### src/rtl/descriptor_mem_pkg.sv
// Shared definitions for the descriptor RAM arbiter: default widths,
// requester identifiers and counter sizes.
package descriptor_mem_pkg;

  localparam int DEFAULT_ADDR_W = 10;
  localparam int DEFAULT_DATA_W = 32;
  localparam int GNT_CNT_W      = 16;
  // Wide enough for any lock length up to 255 transfers.
  localparam int LOCK_CNT_W     = 8;

  typedef enum logic {
    REQ_HOST = 1'b0,
    REQ_DMA  = 1'b1
  } req_id_e;

endpackage : descriptor_mem_pkg

### src/rtl/descriptor_rr_grant.sv
// Two-way round-robin grant with a bounded lock. A lock keeps the grant with
// its owner for up to MAX_LOCK accepted transfers; when the budget runs out
// last_grant points at the owner, so round-robin hands the next contended
// slot to the other port.
module descriptor_rr_grant
  import descriptor_mem_pkg::*;
#(
  parameter int MAX_LOCK = 16
) (
  input  logic       clk,
  input  logic       reset,
  input  logic [1:0] req,
  input  logic [1:0] lock,
  output logic       gnt_valid,
  output req_id_e    gnt_idx
);

  req_id_e                 last_grant_q, last_grant_d;
  req_id_e                 lock_owner_q, lock_owner_d;
  logic                    lock_active_q, lock_active_d;
  logic [LOCK_CNT_W-1:0]   lock_cnt_q, lock_cnt_d;
  logic [LOCK_CNT_W-1:0]   lock_base;

  // Grant decision: live lock owner first, then single requester, then round-robin.
  always_comb begin
    // NOTE: every output gets a default first so no path leaves it unassigned (no latch).
    gnt_valid = |req;
    gnt_idx   = REQ_HOST;
    if (lock_active_q && req[lock_owner_q]) begin
      gnt_idx = lock_owner_q;
    end else if (req[0] && req[1]) begin
      gnt_idx = (last_grant_q == REQ_HOST) ? REQ_DMA : REQ_HOST;
    end else if (req[1]) begin
      gnt_idx = REQ_DMA;
    end
  end

  // Next state of round-robin pointer and lock tracking. A grant here is always
  // an accepted transfer because the top qualifies waitrequest with the request.
  always_comb begin
    last_grant_d  = last_grant_q;
    lock_owner_d  = lock_owner_q;
    lock_active_d = lock_active_q;
    lock_cnt_d    = lock_cnt_q;
    // A fresh lock (new owner or no live lock) counts from zero.
    lock_base     = (lock_active_q && (lock_owner_q == gnt_idx)) ? lock_cnt_q : '0;
    if (gnt_valid) begin
      last_grant_d = gnt_idx;
      if (lock[gnt_idx]) begin
        if (lock_base == LOCK_CNT_W'(MAX_LOCK - 1)) begin
          lock_active_d = 1'b0;
          lock_cnt_d    = '0;
        end else begin
          lock_active_d = 1'b1;
          lock_owner_d  = gnt_idx;
          lock_cnt_d    = lock_base + 1'b1;
        end
      end else begin
        lock_active_d = 1'b0;
        lock_cnt_d    = '0;
      end
    end else if (lock_active_q && !req[lock_owner_q]) begin
      lock_active_d = 1'b0;
      lock_cnt_d    = '0;
    end
  end

  // State registers; last_grant resets to DMA so the host wins the first contention.
  always_ff @(posedge clk) begin
    if (reset) begin
      last_grant_q  <= REQ_DMA;
      lock_owner_q  <= REQ_HOST;
      lock_active_q <= 1'b0;
      lock_cnt_q    <= '0;
    end else begin
      // NOTE: sequential state uses non-blocking assignments so all flops update together.
      last_grant_q  <= last_grant_d;
      lock_owner_q  <= lock_owner_d;
      lock_active_q <= lock_active_d;
      lock_cnt_q    <= lock_cnt_d;
    end
  end

endmodule : descriptor_rr_grant

### src/rtl/descriptor_mem_arbiter.sv
// Shares the single-port descriptor RAM between the host CPU (port 0) and the
// TCP DMA descriptor-fetch engine (port 1). One access per cycle; read data
// returns one cycle after issue, tagged to the requester that issued it.
module descriptor_mem_arbiter
  import descriptor_mem_pkg::*;
#(
  parameter int ADDR_W   = DEFAULT_ADDR_W,
  parameter int DATA_W   = DEFAULT_DATA_W,
  parameter int MAX_LOCK = 16
) (
  input  logic                 clk,
  input  logic                 reset,
  input  logic [ADDR_W-1:0]    m0_address,
  input  logic [DATA_W/8-1:0]  m0_byteenable,
  input  logic                 m0_read,
  input  logic                 m0_write,
  input  logic [DATA_W-1:0]    m0_writedata,
  input  logic                 m0_lock,
  output logic                 m0_waitrequest,
  output logic [DATA_W-1:0]    m0_readdata,
  output logic                 m0_readdatavalid,
  input  logic [ADDR_W-1:0]    m1_address,
  input  logic [DATA_W/8-1:0]  m1_byteenable,
  input  logic                 m1_read,
  input  logic                 m1_write,
  input  logic [DATA_W-1:0]    m1_writedata,
  input  logic                 m1_lock,
  output logic                 m1_waitrequest,
  output logic [DATA_W-1:0]    m1_readdata,
  output logic                 m1_readdatavalid,
  output logic [ADDR_W-1:0]    mem_address,
  output logic [DATA_W/8-1:0]  mem_byteenable,
  output logic                 mem_chipselect,
  output logic                 mem_write,
  output logic [DATA_W-1:0]    mem_writedata,
  output logic                 mem_clken,
  input  logic [DATA_W-1:0]    mem_readdata,
  output logic [GNT_CNT_W-1:0] gnt_cnt0,
  output logic [GNT_CNT_W-1:0] gnt_cnt1
);

  logic                 req0, req1, acc0, acc1;
  logic                 gnt_valid;
  req_id_e              gnt_idx;
  logic                 rd_pend_q, rd_pend_d;
  req_id_e              rd_owner_q, rd_owner_d;
  logic [GNT_CNT_W-1:0] gnt_cnt0_q, gnt_cnt0_d, gnt_cnt1_q, gnt_cnt1_d;

  assign req0 = m0_read | m0_write;
  assign req1 = m1_read | m1_write;

  descriptor_rr_grant #(
    .MAX_LOCK (MAX_LOCK)
  ) u_grant (
    .clk       (clk),
    .reset     (reset),
    .req       ({req1, req0}),
    .lock      ({m1_lock, m0_lock}),
    .gnt_valid (gnt_valid),
    .gnt_idx   (gnt_idx)
  );

  // Handshake and RAM command mux; the granted port drives the RAM when accepted.
  always_comb begin
    m0_waitrequest = ~(gnt_valid && (gnt_idx == REQ_HOST) && req0) | reset;
    m1_waitrequest = ~(gnt_valid && (gnt_idx == REQ_DMA) && req1) | reset;
    acc0           = req0 & ~m0_waitrequest;
    acc1           = req1 & ~m1_waitrequest;
    mem_address    = m0_address;
    mem_byteenable = m0_byteenable;
    mem_writedata  = m0_writedata;
    if (gnt_idx == REQ_DMA) begin
      mem_address    = m1_address;
      mem_byteenable = m1_byteenable;
      mem_writedata  = m1_writedata;
    end
    mem_chipselect = acc0 | acc1;
    // A simultaneous read and write is treated as a write.
    mem_write      = (acc0 & m0_write) | (acc1 & m1_write);
    mem_clken      = 1'b1;
  end

  // Read-return tracking and saturating per-port transfer counters.
  always_comb begin
    rd_pend_d  = (acc0 & ~m0_write) | (acc1 & ~m1_write);
    rd_owner_d = rd_owner_q;
    if (acc0) rd_owner_d = REQ_HOST;
    if (acc1) rd_owner_d = REQ_DMA;
    gnt_cnt0_d = gnt_cnt0_q;
    gnt_cnt1_d = gnt_cnt1_q;
    if (acc0 && (gnt_cnt0_q != '1)) gnt_cnt0_d = gnt_cnt0_q + 1'b1;
    if (acc1 && (gnt_cnt1_q != '1)) gnt_cnt1_d = gnt_cnt1_q + 1'b1;
  end

  // Pipeline and counter registers; reset discards any pending read.
  always_ff @(posedge clk) begin
    if (reset) begin
      rd_pend_q  <= 1'b0;
      rd_owner_q <= REQ_HOST;
      gnt_cnt0_q <= '0;
      gnt_cnt1_q <= '0;
    end else begin
      rd_pend_q  <= rd_pend_d;
      rd_owner_q <= rd_owner_d;
      gnt_cnt0_q <= gnt_cnt0_d;
      gnt_cnt1_q <= gnt_cnt1_d;
    end
  end

  // Both ports see the RAM output; only the owner's valid is raised.
  assign m0_readdata      = mem_readdata;
  assign m1_readdata      = mem_readdata;
  assign m0_readdatavalid = rd_pend_q & (rd_owner_q == REQ_HOST) & ~reset;
  assign m1_readdatavalid = rd_pend_q & (rd_owner_q == REQ_DMA) & ~reset;
  assign gnt_cnt0         = gnt_cnt0_q;
  assign gnt_cnt1         = gnt_cnt1_q;

endmodule : descriptor_mem_arbiter

### config.mk
export PLATFORM = sky130hd
export DESIGN_NAME = descriptor_mem_arbiter
export DESIGN_NICKNAME = d
export VERILOG_FILES = /design/src/rtl/descriptor_mem_pkg.sv /design/src/rtl/descriptor_rr_grant.sv /design/src/rtl/descriptor_mem_arbiter.sv
export SDC_FILE = /design/constraint.sdc
export NUM_CORES = 1
export LEC_CHECK = 0
export CAP_MARGIN = 10
export CORE_ASPECT_RATIO = 0.6
export CORE_UTILIZATION = 33
export CTS_BUF_LIST = sky130_fd_sc_hd__clkbuf_16
export DETAILED_ROUTE_END_ITERATION = 8
export GPL_ROUTABILITY_DRIVEN = 0
export PLACE_DENSITY_LB_ADDON = 0.08
export REMOVE_ABC_BUFFERS = 1
export SYNTH_ARGS = -nofsm -noshare
export SYNTH_HDL_FRONTEND = slang
export SYNTH_SLANG_ARGS = --single-unit
### constraint.sdc
create_clock -name clk -period 3.7 [get_ports clk]
set_clock_uncertainty 0.2 [all_clocks]
set_input_delay 0.555 -clock clk [delete_from_list [all_inputs] [get_ports clk]]
set_output_delay 0.555 -clock clk [all_outputs]
set_load 0.02 [all_outputs]
==> flow_summary.json, run 1 <==
{
  "rows": 28,
  "ys_seq_elements": 45,
  "startpoint": "m0_write",
  "synth_area_sq_um": 3410,
  "wl_per_cell_microns": 25.4,
  "rrSetupSlack_ps": 1230,
  "antenna_found_initial": 0,
  "hold_viol_final": 0,
  "clock.fmax_ghz": 0.288,
  "ys_seq_area_frac": 0.264,
  "htreeDepth": 2,
  "seqPwrFrac": 0.336,
  "layout_commonest_cell": "clkdlybuf4s50_1",
  "ir_drop_uv": 192,
  "clkPwrFrac": 0.296,
  "synth.avg_cell_area_sq_um": 8.48,
  "area_growth_pct": 49.4,
  "die_w_microns": 133,
  "hold_slack_ps": 297,
  "grt_max_degree": 30,
  "met2WireLength_mm": 7.23,
  "io_pins": 281,
  "finalCritPeriodShare": 0.939,
  "intPower_mw": 1.04,
  "numCtsBuffers": 5,
  "ctsResizeCount": 0,
  "power_density_nw_per_um2": 296,
  "slew_violations": 0,
  "critPathLaunchType": "primary input",
  "hp-class": "reg -> reg",
  "setup_tns_ps": 0,
  "final_util": 0.512,
  "worstPathArrival_ps": 2720,
  "vias": 3498,
  "p_leak_nw": 1.75,
  "cp-end-kind": "primary output",
  "dpl_cell_area_sq_um": 4950,
  "hpwl_mm": 14.3,
  "cts_hold_buf": 0,
  "p_switching_mw": 0.469,
  "die_h_microns": 80.7,
  "endpoint": "mem_writedata[23]",
  "maxCapViolations": 0,
  "clkLatencyLatePin_ps": 300,
  "post_cts_buffers": 0,
  "cpMaxStageDelayCell": "clkdlybuf4s50_1",
  "dp.cells": 651,
  "post-route-min-period_ps": 3480,
  "syn_inst": 402,
  "rsz0062_at_grt": "no",
  "setup-violations-final": 0,
  "grt_usage": 0.313,
  "fp.coreArea_sq_um": 9950,
  "drtIter0Drc": 254,
  "die_area_sq_um": 10800,
  "grt_pass1_vias": 3285,
  "yosysUniqueCellTypes": 52,
  "crit_fanout": 29,
  "cts_buffer_depth": 2,
  "synth_edf_count": 0,
  "grt_pass1_wl_mm": 23.3,
  "drc": 0,
  "cp_cell_sequence": "clkdlybuf4s50_1 -> or2_1 -> a31oi_4 -> buf_12 -> mux2_2 -> clkdlybuf4s50_1",
  "cp_data_required_time_ps": 2940,
  "power_mw": 1.51,
  "synth_ff_type": "dfxtp_1",
  "overflow": 0,
  "reg2reg_depth": 9,
  "port_buffers": 183,
  "viasPerCell": 5.31,
  "start_util": 0.343,
  "finish.instance_area_sq_um": 5090,
  "clk_pin_slew_ps": 60,
  "clockRootBuffer": "clkbuf_16",
  "wl_met1_mm": 6.51,
  "power_frac_comb": 0.368,
  "n_antenna_cell": 0,
  "tightest_slew_ps": 780,
  "layout_common_cells": "clkdlybuf4s50_1 (183), mux2_2 (49), dfxtp_1 (45)",
  "crit_type": "in -> out",
  "cts_tree": "yes",
  "final_cells": 659,
  "slowest_delay_ps": 560,
  "drive_gt1_frac": 0.145,
  "cp_common_cell": "clkdlybuf4s50_1",
  "clock-sinks": 45,
  "route.top_layer_used": "met5",
  "place_ws_ps": 234,
  "layout_setup_ws_ps": 225,
  "maxSlewHeadroom": 0.480,
  "nNetsFinal": 658,
  "swShare": 0.311,
  "final_antenna_net_count": 0,
  "r2r-end": "u_grant.lock_cnt_q[6]",
  "async_reset_ff_frac": 0,
  "synth_warnings": 0,
  "met3_length_mm": 2.49,
  "routed_wl_mm": 16.7,
  "r2r-start": "u_grant.lock_active_q",
  "status": "finished, final reports clean",
  "firstDrtPassIters": 5
}
power by group through the flow:
stage | Clock [mW] | Combinational [mW] | Sequential (mW)
finish | 0.446 | 0.556 | 0.507
global route | 0.478 | 0.585 | 0.509
CTS | 0.458 | 0.560 | 0.506
detailed placement | 0 | 0.556 | 0.517
global placement | 0 | 0.558 | 0.517
floorplan | 0 | 0.238 | 0.520
worst min-delay path by stage:
stage                          start                    end  slack, ps  depth (start not counted)
6_report                 gnt_cnt0[1]            gnt_cnt0[1]        300                          2
5_1_grt        u_grant.lock_cnt_q[0]  u_grant.lock_cnt_q[0]        320                          2
4_1_cts                  gnt_cnt0[1]            gnt_cnt0[1]        290                          2
3_5_place_dp             gnt_cnt0[1]            gnt_cnt0[1]        280                          2
3_3_place_gp             gnt_cnt1[9]            gnt_cnt1[9]        270                          2
2_1_floorplan  u_grant.lock_cnt_q[0]  u_grant.lock_cnt_q[0]        260                          2
logic make-up (layout without fill, tap and decap cells):
logic type | count (synthesis) | count (layout) | synth area share
multiplexers | 53 | 53 | 0.174
flip-flops | 45 | 45 | 0.264
AO/OA/AOI/OAI | 66 | 66 | 0.131
AND/OR/NAND/NOR | 137 | 137 | 0.222
XOR/XNOR | 8 | 8 | 0.0206
other | 1 | 1 | 0.00110
adder cells (fa/ha/maj) | 3 | 3 | 0.0110
buffers and inverters | 89 | 211 | 0.177
registers in the layout, indices dropped and copies added (netlist names):
register,cells
gnt_cnt1,16
gnt_cnt0,16
rd_owner_q,1
u_grant.lock_cnt_q,8
rd_pend_q,1
u_grant.last_grant_q,1
u_grant.lock_owner_q,1
u_grant.lock_active_q,1
final cells by class:
type	instances	area [sq um]
Clock inverter	3	15.0
Tap cell	135	169
Inverter	7	26.3
Timing Repair Buffer	196	1940
Sequential cell	45	901
Fill cell	929	4860
Clock buffer	5	125
Multi-Input combinational cell	268	1910
worst max-delay path: cells and delay by family:
family	cells	cell delay, ps
AO/OA/AOI/OAI	1	220
buffers and inverters	3	1240
multiplexers	1	400
AND/OR/NAND/NOR	1	290
per-layer routing:
metal | global-route usage | up-vias
met1 | 0.348 | 1624
met2 | 0.471 | 205
met5 | 0.0787 | -
met4 | 0.106 | 2
li1 | - | 1647
met3 | 0.211 | 20
cell usage after synthesis, types with 2 or more instances:
master     instances  share of area
a21oi_1           24          0.035
a31oi_1            4         0.0073
a32oi_1            2         0.0051
and2_1             7          0.013
and3_1             7          0.013
and4_1             7          0.018
buf_2              7          0.010
buf_4             65           0.14
buf_6              2         0.0066
clkbuf_1           8         0.0088
dfxtp_1           45           0.26
ha_1               3          0.011
inv_1              6         0.0066
mux2_2            49           0.16
mux2i_1            4          0.012
nand2_1           22          0.024
nand3_1           17          0.025
nand4_1           14          0.026
nor2_1            23          0.025
nor2b_1            4         0.0073
nor3_1             5         0.0073
nor3b_1            2         0.0044
nor4_1             7          0.013
o2111ai_1          2         0.0051
o21ai_0           13          0.019
o31a_1             3         0.0077
o31ai_1            5          0.011
or2_1              2         0.0037
or3_1             11          0.020
or4_1              4         0.0088
xnor2_1            4          0.010
xor2_1             4          0.010
Note: power is estimated with default switching activity, not from simulation.
==> run 2, diff against run 1 <==
--- a/config.mk
+++ b/config.mk
@@ -7,6 +7,7 @@
 export LEC_CHECK = 0
 export CAP_MARGIN = 10
 export CORE_ASPECT_RATIO = 0.6
+export CORE_MARGIN = 2
 export CORE_UTILIZATION = 33
 export CTS_BUF_LIST = sky130_fd_sc_hd__clkbuf_16
 export DETAILED_ROUTE_END_ITERATION = 8
==> run 2 against run 1 <==
- design area increased by 0.39%
- flip-flop and latch count unchanged
- fmax about the same
- first-iteration DRC count decreased by 5.1%
- critical path depth unchanged
- critical path type unchanged
- utilization increased by 0.20 points
- global-route usage decreased by 1.8 points
- largest cell class unchanged
- largest power group unchanged
==> flow_summary.json, run 2 (synthesis results as in run 1) <==
{
  "worstPathArrival_ps": 2720,
  "slowest_delay_ps": 590,
  "maxCapViolations": 0,
  "drive_gt1_frac": 0.142,
  "viasPerCell": 5.39,
  "finalCritPeriodShare": 0.939,
  "reg2reg_depth": 9,
  "hp-class": "reg -> reg",
  "n_fill_cell": 962,
  "port_buffers": 183,
  "final_antenna_net_count": 0,
  "grt_pass1_wl_mm": 22.8,
  "die_w_microns": 135,
  "maxSlewHeadroom": 0.491,
  "critPathBufInv": 3,
  "setup-violations-final": 0,
  "fp.coreArea_sq_um": 9950,
  "cp_cell_sequence": "clkdlybuf4s50_1 -> or2_1 -> a31oi_4 -> buf_12 -> mux2_2 -> clkdlybuf4s50_1",
  "routed_wl_mm": 16.9,
  "antenna_found_initial": 0,
  "clk_pin_slew_ps": 60,
  "cp_common_cell": "clkdlybuf4s50_1",
  "area_growth_pct": 50.0,
  "firstDrtPassIters": 5,
  "die_h_microns": 82.7,
  "cts_buffer_depth": 2,
  "final_util": 0.514,
  "hpwl_mm": 14.4,
  "post-route-min-period_ps": 3470,
  "power_mw": 1.58,
  "io_pins": 281,
  "vias": 3539,
  "clockRootBuffer": "clkbuf_16",
  "startpoint": "m0_write",
  "cp-end-kind": "primary output",
  "status": "finished, final reports clean",
  "cts_hold_buf": 0,
  "clock.fmax_ghz": 0.288,
  "grt_usage": 0.295,
  "drtIter0Drc": 241,
  "r2r-start": "u_grant.lock_active_q",
  "post_cts_buffers": 0,
  "rrSetupSlack_ps": 1300,
  "cp_top_family": "buffers and inverters",
  "ir_drop_uv": 183,
  "grt_max_degree": 29,
  "drc": 0,
  "htreeDepth": 2,
  "rsz0062_at_grt": "no",
  "slew_violations": 0,
  "layout_commonest_cell": "clkdlybuf4s50_1",
  "cpMaxStageDelayCell": "clkdlybuf4s50_1",
  "start_util": 0.343,
  "clkLatencyLatePin_ps": 290,
  "numCtsBuffers": 5,
  "overflow": 0,
  "die_area_sq_um": 11200,
  "dpl_cell_area_sq_um": 4950,
  "cp_data_required_time_ps": 2940,
  "grt_pass1_vias": 3266,
  "critPathLaunchType": "primary input",
  "setup_tns_ps": 0,
  "n_antenna_cell": 0,
  "cts_tree": "yes",
  "power_density_nw_per_um2": 309,
  "tightest_slew_ps": 763,
  "endpoint": "mem_writedata[13]",
  "p_leak_nw": 1.76,
  "layout_common_cells": "clkdlybuf4s50_1 (183), mux2_2 (49), dfxtp_1 (45)",
  "r2r-end": "u_grant.lock_cnt_q[6]",
  "finish.instance_area_sq_um": 5110,
  "crit_type": "in -> out",
  "ctsResizeCount": 0,
  "nNetsFinal": 656,
  "crit_fanout": 28,
  "crit_cells": 6,
  "wl_per_cell_microns": 25.8,
  "clock-sinks": 45,
  "hold_viol_final": 0,
  "rows": 28
}
==> run 2: area by class of cell <==
class,instances,area (sq um),share of cell area
clock inverter,3,37.5,0.00734
timing repair buffer,194,1940,0.379
multi-input combinational,268,1910,0.374
tap,135,169,0.0330
inverter,7,26.3,0.00514
clock buffer,5,125,0.0245
sequential,45,901,0.176
==> run 2: how the worst min path moves through the flow <==
stage	startpoint	end	slack, ps	depth (start not counted)
2_1_floorplan	u_grant.lock_cnt_q[0]	u_grant.lock_cnt_q[0]	260	2
3_3_place_gp	gnt_cnt1[9]	gnt_cnt1[9]	270	2
3_5_place_dp	gnt_cnt0[1]	gnt_cnt0[1]	290	2
4_1_cts	gnt_cnt0[1]	gnt_cnt0[1]	300	2
5_1_grt	gnt_cnt1[9]	gnt_cnt1[9]	330	2
6_report	gnt_cnt0[1]	gnt_cnt0[1]	290	2
==> run 2: worst min-delay path: cells and delay by family (launching register included) <==
kind             cells  cell delay, ps
AO/OA/AOI/OAI        1              60
flip-flops           1             330
AND/OR/NAND/NOR      1              60
==> run 2: stage by stage <==
| step | cells | hold WS (ps) | worst slack (ps) |
|---|---|---|---|
| floorplan | 320 | 256 | -21.4 |
| global placement | 649 | 270 | 271 |
| detailed placement | 649 | 287 | 246 |
| CTS | 657 | 296 | 237 |
| global route | 657 | 329 | 174 |
| finish | 657 | 294 | 227 |
==> run 2: layer usage <==
layer  wire (microns)  up-vias  part of all wire  track usage
met5               78        -            0.0046       0.0694
met1             6580     1664              0.39        0.326
met4              452        2             0.027       0.0896
met3             2450       26              0.14        0.194
li1                 -     1635                 -            -
met2             7390      212              0.44        0.459
==> run 2: report_power, final <==
part / total, mW / switching [mW] / internal (mW)
logic: 0.553 / 0.254 / 0.299
clock network: 0.518 / 0.204 / 0.315
registers: 0.507 / 0.0120 / 0.495
==> run 3, diff against run 2 <==
--- a/config.mk
+++ b/config.mk
@@ -8,7 +8,7 @@
 export CAP_MARGIN = 10
 export CORE_ASPECT_RATIO = 0.6
 export CORE_MARGIN = 2
-export CORE_UTILIZATION = 33
+export CORE_UTILIZATION = 36
 export CTS_BUF_LIST = sky130_fd_sc_hd__clkbuf_16
 export DETAILED_ROUTE_END_ITERATION = 8
 export GPL_ROUTABILITY_DRIVEN = 0
==> constraint.sdc (replaced) <==
create_clock -name clk -period 4.1 [get_ports clk]
set_clock_uncertainty 0.2 [all_clocks]
set_input_delay 0.615 -clock clk [delete_from_list [all_inputs] [get_ports clk]]
set_output_delay 0.615 -clock clk [all_outputs]
set_load 0.02 [all_outputs]
==> run 3 against run 2 <==
- setup slack better by 140 ps
- utilization is 3.4 points higher
- sequential share of layout area is 0.26 points higher
- non-clock buffer count is 4 lower
- count of clock-buffer cells in the layout stayed put
- first-iteration DRC count is 3.3% higher
- sequential power is 9.9% lower
- combinational power is 11% lower
- die area is 8.0% lower
- routed wire length is 0.18% higher
- highest routed layer unchanged
- global-route usage is 3.1 points higher
- register-to-register slack better by 90 ps
==> flow_summary.json, run 3 (synthesis results as in run 1) <==
{
  "status": "finished, final reports clean",
  "hp-class": "reg -> reg",
  "numCtsBuffers": 5,
  "drtIter0Drc": 249,
  "power_density_nw_per_um2": 267,
  "p_leak_nw": 1.73,
  "hpwl_mm": 14.4,
  "slew_violations": 0,
  "dpl_cell_area_sq_um": 4900,
  "htreeDepth": 2,
  "clockRootBuffer": "clkbuf_16",
  "setup-violations-final": 0,
  "layout_common_cells": "clkdlybuf4s50_1 (183), mux2_2 (49), dfxtp_1 (45)",
  "p_switching_mw": 0.412,
  "grt_pass1_vias": 3276,
  "setup_tns_ps": 0,
  "n_fill_cell": 883,
  "clock-sinks": 45,
  "cts_buffer_depth": 2,
  "finish.instance_area_sq_um": 5040,
  "viasPerCell": 5.44,
  "wl_met1_mm": 6.25,
  "overflow": 0,
  "nNetsFinal": 652,
  "cts_hold_buf": 0,
  "hold_viol_final": 0,
  "io_pins": 281,
  "grt_pass1_wl_mm": 23.1,
  "finalCritPeriodShare": 0.912,
  "route.top_layer_used": "met5",
  "firstDrtPassIters": 8,
  "die_area_sq_um": 10300,
  "seqPwrFrac": 0.340,
  "start_util": 0.371,
  "post-route-min-period_ps": 3740,
  "met2WireLength_mm": 7.64,
  "rows": 27,
  "power_frac_comb": 0.368,
  "rsz0062_at_grt": "no",
  "vias": 3523,
  "ir_drop_uv": 177,
  "cp_data_required_time_ps": 3280,
  "routed_wl_mm": 17.0,
  "critPathLaunchType": "primary input",
  "met3_length_mm": 2.52,
  "clock.fmax_ghz": 0.268,
  "cp-end-kind": "primary output",
  "grt_usage": 0.326,
  "drc": 0,
  "layout_commonest_cell": "clkdlybuf4s50_1",
  "fp.coreArea_sq_um": 9190,
  "die_w_microns": 130,
  "die_h_microns": 79.4,
  "final_antenna_net_count": 0,
  "antenna_found_initial": 0,
  "grt_max_degree": 40,
  "maxCapViolations": 0,
  "crit_type": "in -> out",
  "ctsResizeCount": 0,
  "n_antenna_cell": 0,
  "cts_tree": "yes",
  "port_buffers": 183,
  "wl_per_cell_microns": 26.2,
  "post_cts_buffers": 0,
  "clkLatencyLatePin_ps": 290,
  "drive_gt1_frac": 0.133,
  "worstPathArrival_ps": 2920,
  "clkPwrFrac": 0.291,
  "area_growth_pct": 47.8,
  "intPower_mw": 0.931,
  "swShare": 0.307,
  "maxSlewHeadroom": 0.486,
  "tightest_slew_ps": 770,
  "clk_pin_slew_ps": 60,
  "crit_fanout": 21
}
-- run 3: cell count changes in the layout (fill, tap and decap cells not counted), sizes merged --
cell	change
buf	-4
bufinv	-1
inv	+2
clkinv	-1
-- run 3: power groups by stage --
| stage | registers, mW | logic, mW | clock network, mW |
|---|---|---|---|
| 2_1_floorplan | 0.469 | 0.214 | 0 |
| 3_3_place_gp | 0.466 | 0.491 | 0 |
| 3_5_place_dp | 0.467 | 0.492 | 0 |
| 4_1_cts | 0.457 | 0.496 | 0.400 |
| 5_1_grt | 0.458 | 0.518 | 0.425 |
| 6_report | 0.457 | 0.494 | 0.391 |
-- run 3: layer usage --
| metal | global-route usage | vias up |
|---|---|---|
| met4 | 0.102 | 2 |
| li1 | - | 1631 |
| met2 | 0.516 | 237 |
| met3 | 0.209 | 24 |
| met5 | 0.0856 | - |
| met1 | 0.352 | 1629 |
-- run 3: worst max-delay path, stage by stage --
cell,delay (ps)
clkdlybuf4s50_1,460
or2_1,360
a31oi_4,220
buf_4,330
mux2_2,370
clkdlybuf4s50_1,550
-- run 3: final timing paths --
check	depth (start not counted)	start	slack (ps)	end
setup / recovery	6	m0_write	360	mem_address[9]
hold / removal	2	gnt_cnt0[1]	290	gnt_cnt0[1]
setup reg to reg	9	u_grant.lock_active_q	1390	u_grant.lock_cnt_q[0]
hold reg to reg	2	gnt_cnt0[1]	290	gnt_cnt0[1]
-- run 3: metrics by stage --
step           hold slack [ps]  worst slack [ps]  power, mW  instances  utilization
2_1_floorplan              256               259      0.684        320            -
3_3_place_gp               271               395      0.958        640        0.533
3_5_place_dp               283               374      0.959        640        0.533
4_1_cts                    292               367       1.35        648        0.548
5_1_grt                    310               265       1.40        648        0.548
6_report                   291               362       1.34        648        0.548
-- run 3: cell type report --
cell class	instances	area, sq um	share of cell area
clock buffer	5	125	0.0248
clock inverter	3	11.3	0.00224
inverter	7	26.3	0.00522
multi-input combinational	268	1910	0.380
sequential	45	901	0.179
tap	130	163	0.0323
timing repair buffer	190	1900	0.377
